$ cat src/rtl/led_seq_pkg.sv
// led_seq_pkg: shared mode encodings, reset pattern and thermometer helper for led_sequencer
package led_seq_pkg;
  localparam logic [1:0] MODE_ROTATE = 2'b00;
  localparam logic [1:0] MODE_BOUNCE = 2'b01;
  localparam logic [1:0] MODE_FILL   = 2'b10;
  localparam logic [1:0] MODE_HOLD   = 2'b11;
  localparam logic [31:0] LED_RESET  = 32'd1;
  function automatic logic [31:0] thermo(input logic [5:0] n);
    return (n >= 6'd32) ? 32'hFFFF_FFFF : (32'd1 << n) - 32'd1;
  endfunction
endpackage

$ cat src/rtl/led_seq_prescaler.sv
// led_seq_prescaler: divide-by-DIV step timer; tc is high for one enabled cycle every DIV enabled cycles
//   clk, rst (async, active high), en (count enable, holds count when low),
//   clr (restart the count from zero), tc (terminal count, combinational)
module led_seq_prescaler #(
  parameter int DIV = 50_000_000
) (
  input  logic clk,
  input  logic rst,
  input  logic en,
  input  logic clr,
  output logic tc
);
  localparam int W = (DIV > 1) ? $clog2(DIV) : 1;
  logic [W-1:0] cnt_q;
  assign tc = en && (cnt_q == W'(DIV - 1));
  always_ff @(posedge clk or posedge rst)
    if (rst) cnt_q <= '0;
    else if (clr || tc) cnt_q <= '0;
    else if (en) cnt_q <= cnt_q + 1'b1;
endmodule

$ cat src/rtl/led_sequencer.sv
// led_sequencer: ROTATE / BOUNCE / FILL / HOLD LED pattern generator with registered outputs
//   clk, rst (async, active high), en (step enable), dir (1 = towards higher index),
//   mode (00 ROTATE, 01 BOUNCE, 10 FILL, 11 HOLD), led (pattern), step (advance pulse)
//   LED_SEQ_PRESCALER_EN defined: a step every DIV enabled cycles; undefined: every enabled cycle
module led_sequencer
  import led_seq_pkg::*;
#(
  parameter int N_LEDS = 4,
  parameter int DIV    = 50_000_000
) (
  input  logic              clk,
  input  logic              rst,
  input  logic              en,
  input  logic              dir,
  input  logic [1:0]        mode,
  output logic [N_LEDS-1:0] led,
  output logic              step
);
  localparam int PW = $clog2(N_LEDS);
  localparam int FW = $clog2(N_LEDS + 1);
  localparam logic [PW-1:0] POS_LAST  = PW'(N_LEDS - 1);
  localparam logic [FW-1:0] FCNT_FULL = FW'(N_LEDS);
  logic [PW-1:0] pos_q, pos_d;
  logic [FW-1:0] fcnt_q, fcnt_d;
  logic bdir_q, bdir_d;
  logic [1:0] mode_q;
  logic [N_LEDS-1:0] led_q, led_d;
  logic step_q;
  logic tc, mode_chg, step_ev;
  assign mode_chg = mode != mode_q;
`ifdef LED_SEQ_PRESCALER_EN
  led_seq_prescaler #(.DIV(DIV)) u_prescaler (
    .clk(clk),
    .rst(rst),
    .en (en),
    .clr(mode_chg),
    .tc (tc)
  );
`else
  assign tc = en && (DIV > 0);
`endif
  // A mode change restarts the sequence and swallows a coincident step.
  assign step_ev = tc && !mode_chg && (mode_q != MODE_HOLD);
  always_comb begin
    pos_d  = pos_q;
    fcnt_d = fcnt_q;
    bdir_d = bdir_q;
    led_d  = led_q;
    if (mode_chg) begin
      pos_d  = '0;
      fcnt_d = '0;
      bdir_d = 1'b1;
      led_d  = (mode == MODE_FILL) ? '0 : (mode == MODE_HOLD) ? led_q : N_LEDS'(LED_RESET);
    end else if (step_ev) begin
      if (mode_q == MODE_FILL)
        fcnt_d = dir ? ((fcnt_q == FCNT_FULL) ? '0 : fcnt_q + 1'b1)
                     : ((fcnt_q == '0) ? FCNT_FULL : fcnt_q - 1'b1);
      else if (mode_q == MODE_BOUNCE) begin
        // Turning at an end moves straight to the neighbour so no end LED is held twice.
        bdir_d = bdir_q ? (pos_q != POS_LAST) : (pos_q == '0);
        pos_d  = bdir_d ? pos_q + 1'b1 : pos_q - 1'b1;
      end else
        pos_d = dir ? ((pos_q == POS_LAST) ? '0 : pos_q + 1'b1)
                    : ((pos_q == '0) ? POS_LAST : pos_q - 1'b1);
      led_d = (mode_q == MODE_FILL) ? N_LEDS'(thermo(6'(fcnt_d))) : N_LEDS'(1) << pos_d;
    end
  end
  always_ff @(posedge clk or posedge rst)
    if (rst) begin
      pos_q  <= '0;
      fcnt_q <= '0;
      bdir_q <= 1'b1;
      mode_q <= MODE_ROTATE;
      led_q  <= N_LEDS'(LED_RESET);
      step_q <= 1'b0;
    end else begin
      pos_q  <= pos_d;
      fcnt_q <= fcnt_d;
      bdir_q <= bdir_d;
      mode_q <= mode;
      led_q  <= led_d;
      step_q <= step_ev;
    end
  assign led  = led_q;
  assign step = step_q;
endmodule

$ cat config.mk
export PLATFORM = sky130hd
export DESIGN_NAME = led_sequencer
export DESIGN_NICKNAME = d
export VERILOG_FILES = /design/src/rtl/led_seq_pkg.sv /design/src/rtl/led_seq_prescaler.sv /design/src/rtl/led_sequencer.sv
export SDC_FILE = /design/constraint.sdc
export NUM_CORES = 1
export LEC_CHECK = 0
export ABC_AREA = 1
export CORE_MARGIN = 2
export CORE_UTILIZATION = 54
export DETAILED_ROUTE_END_ITERATION = 12
export HOLD_SLACK_MARGIN = 0.12
export PLACE_DENSITY = 0.77
export SETUP_SLACK_MARGIN = 0.4
export SLEW_MARGIN = 0
export SYNTH_ARGS = -nofsm -noshare
export SYNTH_HDL_FRONTEND = slang
export SYNTH_HIERARCHICAL = 1
export SYNTH_SLANG_ARGS = --single-unit
$ cat constraint.sdc
create_clock -name clk -period 2.6 [get_ports clk]
set_input_delay 0.52 -clock clk [delete_from_list [all_inputs] [get_ports clk]]
set_output_delay 0.52 -clock clk [all_outputs]
set_load 0.02 [all_outputs]
==> summary.txt <==
Setup path
  • WP buf/inv: 1
  • Setup crit start kind: register
  • Crit path cell chain: inv_1 > ha_1 > nand2_1 > o21a_1 > o21ai_0 > nand2_1 > nand2_1 > nand3_1 > ha_1 > nand2_1 > nand3_1 > o21ai_0
  • Worst Setup End Kind: register
  • Delay-heaviest family, CP: simple AND/OR/NAND/NOR gates
  • CP max-delay cell: dfrtp_1
  • Crit Path Class: reg -> reg
  • Max stage delay on crit path: 0.40 ns
  • CP Data Arrival Time: ~2.3 ns
  • Data required, critical path: 2.82 ns
  • Peak fanout along the critical path: 4
  • CP most frequent cell: nand2_1

Timing
  • Final setup viols: 0
  • Final hold violations: 0
  • RSZ-0062 raised after global routing: false
  • Fin Clk Skew: 0.01435 ns
  • Slew Limit Headroom: 0.6654
  • Worst Tran Pin Value: 0.5013 ns
  • Max Transition Viols Final: 0
  • Period utilisation layout: 0.7923
  • Setup_tns: 0 ns
  • Tmin final: a little over 2 ns
  • Peak Freq: roughly 490 MHz

Route
  • Vias/cell: between 5 and 6
  • Drt total wl: 2025 um
  • Via count: 899
  • Initial DRC Count: 29
  • DR pass1 iterations: 5
  • DRT antenna net count: 0
  • DRC violations left: 0
  • Avg WL per Cell: about 11 um

Place
  • Cell Area, Placed: approximately 1100 um2
  • Post-placement cell count: around 170
  • Routability cong.: roughly 0.8
  • I/O Buffers: 10
  • Detailed Place HPWL: 1649 um

Worst hold path
  • Hold Path Class: reg -> reg

Cells and area
  • Post-Layout Cell Count: approximately 180
  • Nets: 166
  • Layout Utilization: 0.6564
  • Fin area: roughly 1100 um2
  • # fillers: 160
  • P&R area growth vs syn: 16.21%
  • Antenna cell count: 0
  • Share of layout cells above drive strength 1: 0.09211

Clock network
  • Hold_buf cts: 0
  • Clk slew on worst S/H paths: around 0.090 ns
  • Bufs on Longest Clock Path: 2
  • CTS buffer count: 3
  • Setup bufs post-CTS: 0
  • CTS tree: done
  • Root Driver: clkbuf_4
  • H-tree Lvls: 1
  • Sink Count: 13
  • Worst-skew pair later-pin latency: slightly below 0.3 ns

Outcome
  • Status: finished, final reports clean

Logic synthesis
  • Syn Std Cell Area: around 960 um2
  • Cell variety after synth: 21
  • Sequential share of the synthesized area: 0.3398
  • Synth Register Bits: 13
  • Ys Warns: 6
  • Post-synth net total: around 150
  • Post-synthesis area per instance: around 6.9 um2
  • Synthesized instance count: approximately 140

Floorplan
  • Die ar.: between 2000 and 2500 um2
  • Core Box Area: 1708 um2
  • I/O pin cnt: 11
  • Die Y: between 40 and 50 um
  • Die width: between 40 and 50 um
  • Cell row count: 15
  • Initial core utilization: 0.5648

Global routing
  • Initial antenna violation count: 0
  • Vias in the first global route: between 800 and 900
  • First-pass GRT wire length: roughly 3300 um
  • Grt ovf: 0
  • Largest net degree at the start of global routing: 14
  • GRT Util Overall: 0.2194

Pwr
  • Worst VDD drop: 0.3757 mV
  • PD cells: around 440 nW/um2
  • Lkg Pwr: around 0.6 nW

Run
  • Max-cap viol count: 0
[what timing repair did]
| item | CTS | global route |
|---|---|---|
| setup endpoints to repair | 0 | 1 |
| endpoints found under the hold margin | 0 | 0 |
| resized for setup | 0 | 2 |
[cell families after synthesis]
kind of cell / Yosys count / share of synthesized area
AOI/OAI and AO/OA: 16 / 0.09858
DFF: 13 / 0.3398
buffers and inverters: 23 / 0.09079
xor gates and xnor gates: 3 / 0.02724
and+or+nand+nor: 77 / 0.3528
adders and majority gates: 7 / 0.09079
[per-layer routing]
metal | global-route usage | vias up | wire length [um]
li1 | - | 468 | -
met1 | 0.2927 | 403 | 975
met2 | 0.3472 | 23 | 933
met3 | 0.03137 | 5 | 73
met4 | 0.1029 | 0 | 42
met5 | 0 | - | 0
[through the flow]
stage,power [W],setup slack [ns],hold WS (ns)
floorplan,0.0003266,0.7661,0.3955
global placement,0.0003663,0.3231,0.4534
detailed placement,0.0003716,0.2532,0.4685
CTS,0.0004971,0.5171,0.4934
global route,0.0005231,0.4006,0.5221
finish,0.0004959,0.5400,0.4856
[area by class of cell]
class / instances / area, um2 / area share
flip-flops and latches: 13 / 327.8 / 0.2924
inverters: 22 / 82.58 / 0.07366
multi-input cells: 103 / 549.3 / 0.4900
clock buffers: 3 / 22.52 / 0.02009
clock inverters: 1 / 5.005 / 0.004464
repair buffers: 10 / 102.6 / 0.09152
well taps: 25 / 31.28 / 0.02790
[worst paths after layout]
check | startpoint | end | slack, ns | depth (start not counted)
worst max register to register | fcnt_q[1] | led[1] | 0.54 | 12
worst min register to register | led[0] | led[0] | 0.49 | 2
max in group asynchronous | rst | bdir_q | 1.69 | 2
worst max-delay path | fcnt_q[1] | led[1] | 0.54 | 12
worst min-delay path | led[0] | led[0] | 0.49 | 2
min in group asynchronous | rst | step | 0.55 | 2
[layout by cell type, fill, tap and decap left out, drive strengths merged]
| cell type | synthesis | final |
|---|---|---|
| xnor2 | 2 | 2 |
| nor3b | 1 | 1 |
| ha | 7 | 7 |
| o22ai | 5 | 5 |
| o21a | 1 | 1 |
| clkinv | 0 | 1 |
| clkbuf | 1 | 3 |
| o21ai | 6 | 6 |
| o311ai | 1 | 1 |
| nand2 | 56 | 56 |
| dlymetal6s2s | 0 | 1 |
| dfstp | 2 | 2 |
| inv | 22 | 22 |
| xor2 | 1 | 1 |
| a21oi | 2 | 2 |
| nand3 | 14 | 14 |
| nor2 | 5 | 5 |
| dfrtp | 11 | 11 |
| o211ai | 1 | 1 |
| nor3 | 1 | 1 |
| clkdlybuf4s50 | 0 | 9 |
[power by group]
group,switching (W),internal (W),leakage (nW)
Sequential,0.00000964,0.000217,0.168
Combinational,0.0000864,0.0000544,0.413
Clock,0.0000710,0.0000572,0.0177
[synth_stat cells, drive strengths merged]
cell    instances  area (um2)
dfstp           2       52.55
xnor2           2       17.52
o21ai           6       30.03
nand2          56       227.7
xor2            1       8.760
dfrtp          11       275.3
o311ai          1       8.760
o22ai           5       31.28
o21a            1       7.510
nor3b           1       7.510
nor3            1       16.27
nor2            5       18.77
inv            22       82.58
clkbuf          1       5.000
ha              7       87.58
a21oi           2       10.01
o211ai          1       7.510
nand3          14       70.07
[state kept, by name (all words and copies together) (netlist names)]
register  count
mode_q        2
step          1
fcnt_q        3
led           4
pos_q         2
bdir_q        1
[worst reg2reg max path, cell delays in order, from the launching register on]
cell and delay [ns]:
dfrtp_1 0.40, inv_1 0.14, ha_1 0.21, nand2_1 0.10, o21a_1 0.12, o21ai_0 0.16, nand2_1 0.09, nand2_1 0.11
nand3_1 0.09, ha_1 0.29, nand2_1 0.06, nand3_1 0.07, o21ai_0 0.16
No activity file was read; power rests on OpenSTA's default activity.
